==> src/rtl/hash_cmd_pkg.sv <==
// Shared definitions for the hash table command sequencer: command op codes,
// response status codes and the sequencer FSM state type.
// No ports (package).
package hash_cmd_pkg;

    typedef logic [1:0] op_t;
    typedef logic [1:0] status_t;

    localparam op_t OP_INSERT  = 2'b00;
    localparam op_t OP_DELETE  = 2'b01;
    localparam op_t OP_SEARCH  = 2'b10;
    localparam op_t OP_ILLEGAL = 2'b11;

    localparam status_t ST_OK        = 2'b00;
    localparam status_t ST_TABLE_ERR = 2'b01;
    localparam status_t ST_TIMEOUT   = 2'b10;
    localparam status_t ST_ILLEGAL   = 2'b11;

    typedef enum logic [1:0] {
        IDLE  = 2'd0,
        ISSUE = 2'd1,
        RESP  = 2'd2
    } state_e;

endpackage

==> src/rtl/hash_cmd_sequencer_if.sv <==
// Command/response stream bundle between a client and hash_cmd_sequencer.
// Command channel: cmd_valid/cmd_ready handshake carrying op, key, value, tag.
// Response channel: rsp_valid/rsp_ready handshake carrying tag, op, value,
// status. The master modport is the client, the slave modport the sequencer.
interface hash_cmd_sequencer_if
    import hash_cmd_pkg::*;
#(
    parameter int KEY_WIDTH   = 32,
    parameter int VALUE_WIDTH = 32,
    parameter int TAG_WIDTH   = 4
);
    logic                   cmd_valid;
    logic                   cmd_ready;
    op_t                    cmd_op;
    logic [KEY_WIDTH-1:0]   cmd_key;
    logic [VALUE_WIDTH-1:0] cmd_value;
    logic [TAG_WIDTH-1:0]   cmd_tag;

    logic                   rsp_valid;
    logic                   rsp_ready;
    logic [TAG_WIDTH-1:0]   rsp_tag;
    op_t                    rsp_op;
    logic [VALUE_WIDTH-1:0] rsp_value;
    status_t                rsp_status;

    modport master (
        output cmd_valid, cmd_op, cmd_key, cmd_value, cmd_tag, rsp_ready,
        input  cmd_ready, rsp_valid, rsp_tag, rsp_op, rsp_value, rsp_status
    );

    modport slave (
        input  cmd_valid, cmd_op, cmd_key, cmd_value, cmd_tag, rsp_ready,
        output cmd_ready, rsp_valid, rsp_tag, rsp_op, rsp_value, rsp_status
    );
endinterface

==> src/rtl/hash_cmd_fifo.sv <==
// Synchronous FIFO holding packed commands for the sequencer.
// Ports: clk, rst_n (sync, active-low), push/din write side, pop read side,
// dout = current head entry (valid whenever count != 0), count = occupancy.
// The caller guarantees no push when full and no pop when empty.
module hash_cmd_fifo #(
    parameter int WIDTH = 70,
    parameter int DEPTH = 4
) (
    input  logic                       clk,
    input  logic                       rst_n,
    input  logic                       push,
    input  logic [WIDTH-1:0]           din,
    input  logic                       pop,
    output logic [WIDTH-1:0]           dout,
    output logic [$clog2(DEPTH+1)-1:0] count
);
    localparam int AW = $clog2(DEPTH);
    localparam int CW = $clog2(DEPTH+1);

    logic [WIDTH-1:0] mem [DEPTH];
    logic [AW-1:0]    wr_ptr;
    logic [AW-1:0]    rd_ptr;

    // DEPTH is a power of two, so the pointers wrap on their own.
    always_ff @(posedge clk) begin
        if (!rst_n) begin
            wr_ptr <= '0;
            rd_ptr <= '0;
            count  <= '0;
        end else begin
            if (push) wr_ptr <= wr_ptr + 1'b1;
            if (pop)  rd_ptr <= rd_ptr + 1'b1;
            count <= count + CW'(push) - CW'(pop);
        end
    end

    always_ff @(posedge clk) begin
        if (push) mem[wr_ptr] <= din;
    end

    assign dout = mem[rd_ptr];
endmodule

==> src/rtl/hash_cmd_sequencer.sv <==
// Command front-end for hash_table: buffers tagged insert/delete/search
// commands, issues them one at a time on the table's op_en/op_done handshake
// and returns one tagged response (value + status) per command, in order.
// Ports: clk, rst_n (sync, active-low); bus = command/response streams
// (slave side); ht_* = straight connection to hash_table; pending_count =
// FIFO occupancy plus one while a command is being issued or answered.
module hash_cmd_sequencer
    import hash_cmd_pkg::*;
#(
    parameter int KEY_WIDTH      = 32,
    parameter int VALUE_WIDTH    = 32,
    parameter int TAG_WIDTH      = 4,
    parameter int CMD_DEPTH      = 4,
    parameter int TIMEOUT_CYCLES = 1024
) (
    input  logic                           clk,
    input  logic                           rst_n,
    hash_cmd_sequencer_if.slave            bus,
    output logic [KEY_WIDTH-1:0]           ht_key_in,
    output logic [VALUE_WIDTH-1:0]         ht_value_in,
    output op_t                            ht_op_sel,
    output logic                           ht_op_en,
    input  logic [VALUE_WIDTH-1:0]         ht_value_out,
    input  logic                           ht_op_done,
    input  logic                           ht_op_error,
    output logic [$clog2(CMD_DEPTH+1):0]   pending_count
);
    localparam int CW = $clog2(CMD_DEPTH+1);
    localparam int PW = CW + 1;
    localparam int EW = 2 + KEY_WIDTH + VALUE_WIDTH + TAG_WIDTH;
    localparam int TW = $clog2(TIMEOUT_CYCLES+1);

    logic [CW-1:0]          fifo_count;
    logic [EW-1:0]          head;
    logic                   push;
    logic                   pop;
    logic                   fifo_seen;
    op_t                    head_op;
    logic [KEY_WIDTH-1:0]   head_key;
    logic [VALUE_WIDTH-1:0] head_value;
    logic [TAG_WIDTH-1:0]   head_tag;
    state_e                 state;
    state_e                 next_state;
    logic [TW-1:0]          tmo_cnt;
    logic                   tmo_hit;

    assign bus.cmd_ready = fifo_count < CW'(CMD_DEPTH);
    assign push          = bus.cmd_valid && bus.cmd_ready;
    assign {head_op, head_key, head_value, head_tag} = head;
    assign tmo_hit       = tmo_cnt == TW'(TIMEOUT_CYCLES-1);
    assign bus.rsp_valid = state == RESP;
    assign pending_count = PW'(fifo_count) + PW'(state != IDLE);

    hash_cmd_fifo #(
        .WIDTH (EW),
        .DEPTH (CMD_DEPTH)
    ) u_fifo (
        .clk   (clk),
        .rst_n (rst_n),
        .push  (push),
        .din   ({bus.cmd_op, bus.cmd_key, bus.cmd_value, bus.cmd_tag}),
        .pop   (pop),
        .dout  (head),
        .count (fifo_count)
    );

    always_ff @(posedge clk) begin
        if (!rst_n) state <= IDLE;
        else        state <= next_state;
    end

    // The op_done gate in IDLE keeps op_en low for at least one cycle between
    // operations and stops a late op_done from being taken for the next one.
    always_comb begin
        next_state = state;
        pop        = 1'b0;
        case (state)
            IDLE: begin
                if (fifo_seen && fifo_count != '0 && !ht_op_done) begin
                    pop        = 1'b1;
                    next_state = (head_op == OP_ILLEGAL) ? RESP : ISSUE;
                end
            end
            ISSUE: begin
                if (ht_op_done || tmo_hit) next_state = RESP;
            end
            RESP: begin
                if (bus.rsp_ready) next_state = IDLE;
            end
            default: next_state = IDLE;
        endcase
    end

    // The FSM looks at occupancy through a registered flag, so an entry
    // written on the accept edge is popped on the second edge after it.
    always_ff @(posedge clk) begin
        if (!rst_n) begin
            fifo_seen      <= 1'b0;
            tmo_cnt        <= '0;
            ht_key_in      <= '0;
            ht_value_in    <= '0;
            ht_op_sel      <= OP_INSERT;
            ht_op_en       <= 1'b0;
            bus.rsp_tag    <= '0;
            bus.rsp_op     <= OP_INSERT;
            bus.rsp_value  <= '0;
            bus.rsp_status <= ST_OK;
        end else begin
            fifo_seen <= fifo_count != '0;
            case (state)
                IDLE: begin
                    if (pop) begin
                        bus.rsp_tag   <= head_tag;
                        bus.rsp_op    <= head_op;
                        bus.rsp_value <= '0;
                        if (head_op == OP_ILLEGAL) begin
                            bus.rsp_status <= ST_ILLEGAL;
                        end else begin
                            ht_key_in   <= head_key;
                            ht_value_in <= head_value;
                            ht_op_sel   <= head_op;
                            ht_op_en    <= 1'b1;
                            tmo_cnt     <= '0;
                        end
                    end
                end
                ISSUE: begin
                    if (ht_op_done) begin
                        ht_op_en       <= 1'b0;
                        bus.rsp_status <= ht_op_error ? ST_TABLE_ERR : ST_OK;
                        bus.rsp_value  <= (ht_op_sel == OP_SEARCH && !ht_op_error)
                                          ? ht_value_out : '0;
                    end else if (tmo_hit) begin
                        ht_op_en       <= 1'b0;
                        bus.rsp_status <= ST_TIMEOUT;
                        bus.rsp_value  <= '0;
                    end else begin
                        tmo_cnt <= tmo_cnt + 1'b1;
                    end
                end
                default: ;
            endcase
        end
    end
endmodule

==> src/flat_wrapper.sv <==
// flat-port wrapper written by rule: the top's interface ports become plain ports
module hash_cmd_sequencer_flat import hash_cmd_pkg::*;
#(
    parameter int KEY_WIDTH      = 32,
    parameter int VALUE_WIDTH    = 32,
    parameter int TAG_WIDTH      = 4,
    parameter int CMD_DEPTH      = 4,
    parameter int TIMEOUT_CYCLES = 1024
)
  (clk, rst_n, ht_key_in, ht_value_in, ht_op_sel, ht_op_en, ht_value_out, ht_op_done, ht_op_error, pending_count, bus_cmd_valid, bus_cmd_op, bus_cmd_key, bus_cmd_value, bus_cmd_tag, bus_rsp_ready, bus_cmd_ready, bus_rsp_valid, bus_rsp_tag, bus_rsp_op, bus_rsp_value, bus_rsp_status);
  hash_cmd_sequencer_if #(.KEY_WIDTH(KEY_WIDTH), .VALUE_WIDTH(VALUE_WIDTH), .TAG_WIDTH(TAG_WIDTH)) bus_i ();
  input  logic clk;
  input  logic rst_n;
  output logic [KEY_WIDTH-1:0] ht_key_in;
  output logic [VALUE_WIDTH-1:0] ht_value_in;
  output op_t ht_op_sel;
  output logic ht_op_en;
  input  logic [VALUE_WIDTH-1:0] ht_value_out;
  input  logic ht_op_done;
  input  logic ht_op_error;
  output logic [$clog2(CMD_DEPTH+1):0] pending_count;
  input wire logic [$bits(bus_i.cmd_valid)-1:0] bus_cmd_valid;
  input wire logic [$bits(bus_i.cmd_op)-1:0] bus_cmd_op;
  input wire logic [$bits(bus_i.cmd_key)-1:0] bus_cmd_key;
  input wire logic [$bits(bus_i.cmd_value)-1:0] bus_cmd_value;
  input wire logic [$bits(bus_i.cmd_tag)-1:0] bus_cmd_tag;
  input wire logic [$bits(bus_i.rsp_ready)-1:0] bus_rsp_ready;
  output wire logic [$bits(bus_i.cmd_ready)-1:0] bus_cmd_ready;
  output wire logic [$bits(bus_i.rsp_valid)-1:0] bus_rsp_valid;
  output wire logic [$bits(bus_i.rsp_tag)-1:0] bus_rsp_tag;
  output wire logic [$bits(bus_i.rsp_op)-1:0] bus_rsp_op;
  output wire logic [$bits(bus_i.rsp_value)-1:0] bus_rsp_value;
  output wire logic [$bits(bus_i.rsp_status)-1:0] bus_rsp_status;
  assign bus_i.cmd_valid = bus_cmd_valid;
  assign bus_i.cmd_op = bus_cmd_op;
  assign bus_i.cmd_key = bus_cmd_key;
  assign bus_i.cmd_value = bus_cmd_value;
  assign bus_i.cmd_tag = bus_cmd_tag;
  assign bus_i.rsp_ready = bus_rsp_ready;
  assign bus_cmd_ready = bus_i.cmd_ready;
  assign bus_rsp_valid = bus_i.rsp_valid;
  assign bus_rsp_tag = bus_i.rsp_tag;
  assign bus_rsp_op = bus_i.rsp_op;
  assign bus_rsp_value = bus_i.rsp_value;
  assign bus_rsp_status = bus_i.rsp_status;
  hash_cmd_sequencer #(.KEY_WIDTH(KEY_WIDTH), .VALUE_WIDTH(VALUE_WIDTH), .TAG_WIDTH(TAG_WIDTH), .CMD_DEPTH(CMD_DEPTH), .TIMEOUT_CYCLES(TIMEOUT_CYCLES)) u_core (.clk(clk), .rst_n(rst_n), .bus(bus_i), .ht_key_in(ht_key_in), .ht_value_in(ht_value_in), .ht_op_sel(ht_op_sel), .ht_op_en(ht_op_en), .ht_value_out(ht_value_out), .ht_op_done(ht_op_done), .ht_op_error(ht_op_error), .pending_count(pending_count));
endmodule
==> config.mk <==
export PLATFORM = sky130hd
export DESIGN_NAME = hash_cmd_sequencer_flat
export DESIGN_NICKNAME = d
export VERILOG_FILES = /design/src/rtl/hash_cmd_pkg.sv /design/src/rtl/hash_cmd_sequencer_if.sv /design/src/rtl/hash_cmd_fifo.sv /design/src/rtl/hash_cmd_sequencer.sv /design/src/flat_wrapper.sv
export SDC_FILE = /design/constraint.sdc
export NUM_CORES = 1
export LEC_CHECK = 0
export ABC_CLOCK_PERIOD_IN_PS = 8100
export CAP_MARGIN = 10
export CORE_MARGIN = 4
export CORE_UTILIZATION = 56
export CTS_CLUSTER_DIAMETER = 100
export DETAILED_ROUTE_END_ITERATION = 7
export PLACE_DENSITY = 0.82
export SLEW_MARGIN = 20
export SYNTH_ARGS = -nofsm -noshare
export SYNTH_HDL_FRONTEND = slang
export SYNTH_HIERARCHICAL = 1
export SYNTH_SLANG_ARGS = --single-unit
==> constraint.sdc <==
create_clock -name clk -period 8.1 [get_ports clk]
set_input_delay 2.43 -clock clk [delete_from_list [all_inputs] [get_ports clk]]
set_output_delay 2.43 -clock clk [all_outputs]
set_load 0.05 [all_outputs]
; ---- After elaboration in Yosys (flattened, before gate mapping)
; Memory sizes are Yosys's and may differ from the RTL's. A register that Yosys moved wholly into a read port is not among the register bits.
; Cells that the tools add are included.
[totals]
romBits = 0
ramBits = 280
regBits = 128
elab_cells = 87
latchBits = 0
input_bits = 108
out_inout_bits = 113
mem_count = 1
[mem_list]
columns = name, words, word_bits, rd, rd_clocked_by_memory_dff, write_ports, line_no
row1 = u_core.u_fifo.mem, 4, 70, 1, 1, 1, hash_cmd_fifo.sv:20  ; logic [WIDTH-1:0] mem [DEPTH];
[op_classes]
n_div = 0
mul = 0
n_eq_ne = 14
addsub = 6
n_reduce_logical = 18
shift = 0
bitwise = 1
muxes = 32
n_lt_le_gt_ge = 1
[ops]
columns = operator, count
row1 = 2-to-1 mux 32 bit, 4
row2 = one-hot mux 32 bit (2 select lines), 1
row3 = 2-to-1 mux 11 bit, 4
row4 = one-hot mux 11 bit (2 select lines), 1
row5 = 2-to-1 mux 2 bit, 10
row6 = "adder 11 x 1 -> 11 bit, second input constant", 1
row7 = "== test 11 x 10 -> 1 bit, second input constant", 1
row8 = "inequality test 2 bit, second input constant", 5
row9 = 2-to-1 mux 1 bit, 9
row10 = AND reduction 3 bit, 3
row11 = AND reduction 4 bit, 2
row12 = "== test 2 bit, second input constant", 3
row13 = "inequality test 2 x 1 -> 1 bit, second input constant", 3
row14 = one-hot mux 2 bit (3 select lines), 1
row15 = AND reduction 5 bit, 1
row16 = "adder 2 x 1 -> 2 bit, second input constant", 2
row17 = adder 3 x 1 -> 4 bit, 1
row18 = logical AND 1 bit, 4
row19 = one-hot mux 2 bit (2 select lines), 1
row20 = nonzero test 2 bit, 2
row21 = adder 3 x 1 -> 3 bit, 1
row22 = "< comparator 3 bit, second input constant", 1
row23 = "inequality test 3 x 2 -> 1 bit, second input constant", 1
row24 = nonzero test 3 bit, 1
row25 = other kinds (8), 9

; ---- Logic depth before layout (Yosys ltp)
[logic_depth]
word_depth = 7
depth_mapped = 10

; ---- By module
; Netlist, hierarchy kept.
[modules_own_cells]
columns = module, cells_each, n_inst, area_per_inst_um2
row1 = hash_cmd_fifo, 407, 1, 10606.4
row2 = hash_cmd_sequencer, 506, 1, 4560.6

; ---- Worst setup path before layout
; Ideal clock, no wire load.
[synth_path]
path_kind = input-to-reg
startpoint = in bus_cmd_valid
endpoint = mem u_core.u_fifo.mem[0][0], enable pin
path_slack_ns = 3.192
stages = 2
required_ns = 7.665
path_buffers = 0
arrival_ns = 4.472
path_cell_list = nor2b_1 -> and2_1
[synth_via]
elab_chain_len = 3
[synth_rtl]
columns = item, line_no
row1 = from (decl), flat_wrapper.sv:22  ; input wire logic [$bits(bus_i.cmd_valid)-1:0] bus_cmd_valid;
row2 = logical AND 1 bit, hash_cmd_sequencer.sv:48  ; assign push = bus.cmd_valid && bus.cmd_ready;
row3 = 2-to-1 mux 1 bit, hash_cmd_fifo.sv:38  ; if (push) mem[wr_ptr] <= din;
row4 = 2-to-1 mux 1 bit (implied by the code), hash_cmd_fifo.sv:38
row5 = to (decl), hash_cmd_fifo.sv:20
; No other way between the ends.

; ---- Worst setup path after layout
[layout_path]
startpoint = reg u_core.state[1]
endpoint = out pending_count[2]
[layout_via]
elab_chain_len = 2
[layout_rtl]
columns = item, line_no
row1 = from (decl), hash_cmd_sequencer.sv:42  ; state_e state;
row2 = from (signal assigned), hash_cmd_sequencer.sv:69  ; else state <= next_state;
row3 = nonzero test 2 bit, hash_cmd_sequencer.sv:52  ; assign pending_count = PW'(fifo_count) + PW'(state != IDLE);
row4 = adder 3 x 1 -> 4 bit, hash_cmd_sequencer.sv:52
row5 = to (decl), flat_wrapper.sv:21  ; output logic [$clog2(CMD_DEPTH+1):0] pending_count;
; No other way between the ends.

==> results.py <==
metrics = {
    "run_status": {
        "status": "finished, final reports clean",
    },
    "hold_path": {
        "hold_path_startpoint": "u_core/ht_value_in[23]$_SDFFE_PN0P_",
        "hold_depth": 2,
        "min_path_type": "reg -> reg",
        "hold_end": "u_core/ht_value_in[23]$_SDFFE_PN0P_",
    },
    "route": {
        "drt_iter0_drc": 553,
        "first_pass_iters": 5,
        "wirelength_um": 32650,
        "via_per_inst": 5.755,
        "drc": 0,
        "wl_per_cell_um": 21.71,
        "vias": 8655,
        "ant_nets": 0,
    },
    "logic_synthesis": {
        "yosysSeqAreaShare_pct": 72.60,
        "ys_async_sr_fraction_pct": 0,
        "synth_cell_types": 53,
        "yosysTopAreaCell": "edfxtp_1",
        "synth.avg_cell_area_um2": 16.61,
        "ys_ff_latch": 410,
        "yosysTopAreaCellShare_pct": 55.44,
        "synth_edf_count": 280,
        "yosys_warnings": 6,
        "synth_flop_cell": "edfxtp_1",
        "netlist_area_um2": 15170,
        "syn-num-nets": 1031,
        "synth.area.top_cells": "edfxtp_1 (55%), dfxtp_1 (17%), mux4_2 (10%)",
        "postSynthCellCount": 913,
    },
    "final_layout": {
        "multi_input_area_um2": 3744,
        "drive_gt1_share_pct": 14.03,
        "final_cell_mix": "edfxtp_1 (280), clkdlybuf4s50_1 (220), nand2_1 (137), dfxtp_1 (128), a21oi_1 (72)",
        "diodes": 0,
        "fin_cells": 1504,
        "nNetsFinal": 1253,
        "seq_area_um2": 11020,
        "fillCellCount": 1630,
        "layout_commonest_cell": "edfxtp_1",
        "area_delta_synth_final_pct": 24.71,
    },
    "floorplanning": {
        "io_pins": 221,
        "dieArea_um2": 29780,
        "rows": 59,
        "initial_core_util_pct": 57.55,
        "die_h_um": 172.6,
        "core_um2": 26350,
        "die_w_um": 172.6,
    },
    "setup_path": {
        "crit_path_start_kind": "register",
        "worstPathArrival_ns": 2.66,
        "end_kind": "output pin",
        "cp_top_family": "buffers and inverters",
        "cp.required_ns": 5.67,
        "rr_endpoint": "u_core/tmo_cnt[8]$_SDFFE_PN0P_",
        "cp.buffers_inverters": 1,
        "critical_path_class": "reg -> out",
        "critPathMaxFanout": 8,
        "crit_top_cell": "ha_1",
        "reg2reg_slack_ns": 4.21,
        "path_cells": "or2_2 -> ha_1 -> ha_1 -> xor2_1 -> clkdlybuf4s50_1",
        "critPathMaxStageDelay_ns": 0.82,
        "critPathSlowestCell": "clkdlybuf4s50_1",
        "r2r_cells": 6,
    },
    "cts": {
        "postCtsHoldBufs": 0,
        "postCtsSetupBuffers": 0,
        "cts.sinks": 410,
        "htree_num_levels": 2,
        "clockRootBuffer": "clkbuf_16",
        "clk_latency_ns": 0.53,
        "cts_tree": "yes",
        "clk_pin_slew_ns": 0.06,
        "numCtsBuffers": 42,
        "max-clock-path-buffers": 3,
        "cts_resized": 0,
    },
    "sta": {
        "timing.fmax_ghz": 0.1965,
        "setup_violations": 0,
        "whs_ns": 0.4550,
        "finClkSkew_ns": 0.01399,
        "rsz0062_at_grt": "false",
        "relSlewSlack_pct": 29.90,
        "hold_violations": 0,
        "period_minus_slack_ns": 5.088,
        "worst_slew_pin_slew_ns": 1.051,
        "drv_slew": 0,
        "period_share_pct": 62.81,
        "setup_tns_ns": 0,
    },
    "pwr": {
        "ir_drop_uv": 220.5,
        "p_per_area_nw_per_um2": 272.3,
        "p_leak_uw": 0.006148,
    },
    "place": {
        "dp_hpwl_um": 19240,
        "dp.cells": 1426,
        "port_buffers": 220,
        "gp_congestion": 0.8272,
    },
    "global_routing": {
        "antenna_found_initial": 2,
        "grt_use_total_pct": 21.56,
        "grt_pass1_vias": 8994,
        "grt_start_max_net_pins": 73,
        "grt_overflow": 0,
        "grt_pass1_wl_um": 50960,
    },
    "flow_run": {
        "drv_cap": 0,
    },
}
==> registers in the layout (all words and copies together) (netlist names), named ones only <==
register and flops:
u_core/bus.rsp_tag 4, u_core/u_fifo/mem 280, u_core/u_fifo/count 3, u_core/ht_op_en 1, u_core/ht_value_in 32, u_core/bus.rsp_status 2
u_core/u_fifo/wr_ptr 2, u_core/ht_key_in 32, u_core/u_fifo/rd_ptr 2, u_core/bus.rsp_value 32, u_core/bus.rsp_op 2, u_core/state 2
u_core/fifo_seen 1, u_core/ht_op_sel 2, u_core/tmo_cnt 11
==> cells by family (layout without fill, tap and decap cells) <==
logic type / count (synthesis) / count (layout) / share of synthesized area (%)
mux: 76 / 76 / 10.79
xor+xnor: 4 / 4 / 0.3300
fa+ha+maj: 10 / 10 / 0.8745
compound gates: 132 / 132 / 5.940
flops: 410 / 410 / 72.60
simple gates: 213 / 213 / 6.567
buf+inv: 68 / 324 / 2.904
==> tightest hold or removal path, cell delays in order, from the launching register on <==
cell,delay (ns)
dfxtp_1,0.30
nand2_1,0.05
a21oi_1,0.05
==> stage by stage <==
| stage | area (µm²) | total power [µW] | utilization (%) | worst slack (ns) |
|---|---|---|---|---|
| 2_1_floorplan | 15170 | 3045 | - | 3.192 |
| 3_5_place_dp | 17520 | 3276 | 66.48 | 2.927 |
| 4_1_cts | 18910 | 5196 | 71.77 | 2.992 |
| 5_1_grt | 18910 | 5343 | 71.77 | 2.935 |
| 3_3_place_gp | 17520 | 3254 | 66.48 | 3.010 |
| 6_report | 18910 | 5150 | 71.77 | 3.012 |
==> layer usage <==
layer	vias up	track usage [%]	wire [µm]
li1	3926	-	-
met1	4337	28.19	13220
met2	353	37.38	16630
met3	35	5.524	2421
met4	4	4.125	353
met5	-	0	27
==> power breakdown <==
part	leakage, µW	internal [µW]	switching [µW]
registers	0.00361	2420	77.4
clock network	0.000678	1160	766
logic	0.00186	298	430
==> worst max-delay path by stage <==
stage,startpoint,endpoint,slack (ns),cells past startpoint
2_1_floorplan,bus_cmd_valid,u_core/u_fifo/mem[0][0]$_DFFE_PP_,3.19,2
3_3_place_gp,ht_op_done,u_core/u_fifo/count[1]$_SDFF_PN0_,3.01,9
3_5_place_dp,ht_op_done,u_core/u_fifo/count[1]$_SDFF_PN0_,2.93,9
4_1_cts,u_core/state[1]$_SDFFE_PN0P_,pending_count[2],2.99,5
5_1_grt,u_core/state[0]$_SDFFE_PN0P_,pending_count[2],2.93,5
6_report,u_core/state[1]$_SDFFE_PN0P_,pending_count[2],3.01,5
==> synthesized netlist by cell type (2+ instances only) <==
cell / count
xnor2_1: 2
a22o_1: 32
nor4_1: 3
buf_1: 5
edfxtp_1: 280
dfxtp_1: 130
buf_2: 21
o41ai_4: 2
nor2_1: 16
nor2b_1: 3
nand3_1: 6
mux2i_1: 6
nand2b_1: 6
nand3b_1: 2
nand2_1: 137
nand2_2: 2
or3_1: 2
a21oi_1: 72
nand4_1: 6
and3_1: 6
buf_12: 7
nor3_1: 9
o311ai_0: 2
nand3_2: 2
and2_1: 7
clkbuf_1: 13
mux4_2: 70
inv_1: 16
o21ai_0: 5
ha_1: 9
o32ai_1: 2
a31oi_1: 6
buf_6: 6
==> final cells by class <==
| type | count | area share (%) |
|---|---|---|
| Sequential cell | 410 | 58.25 |
| Multi-Input combinational cell | 435 | 19.79 |
| Timing Repair Buffer | 230 | 12.04 |
| Clock buffer | 55 | 6.033 |
| Tap cell | 335 | 2.216 |
| Clock inverter | 23 | 1.343 |
| Inverter | 16 | 0.3241 |
Power figures use the tool's default switching activity.
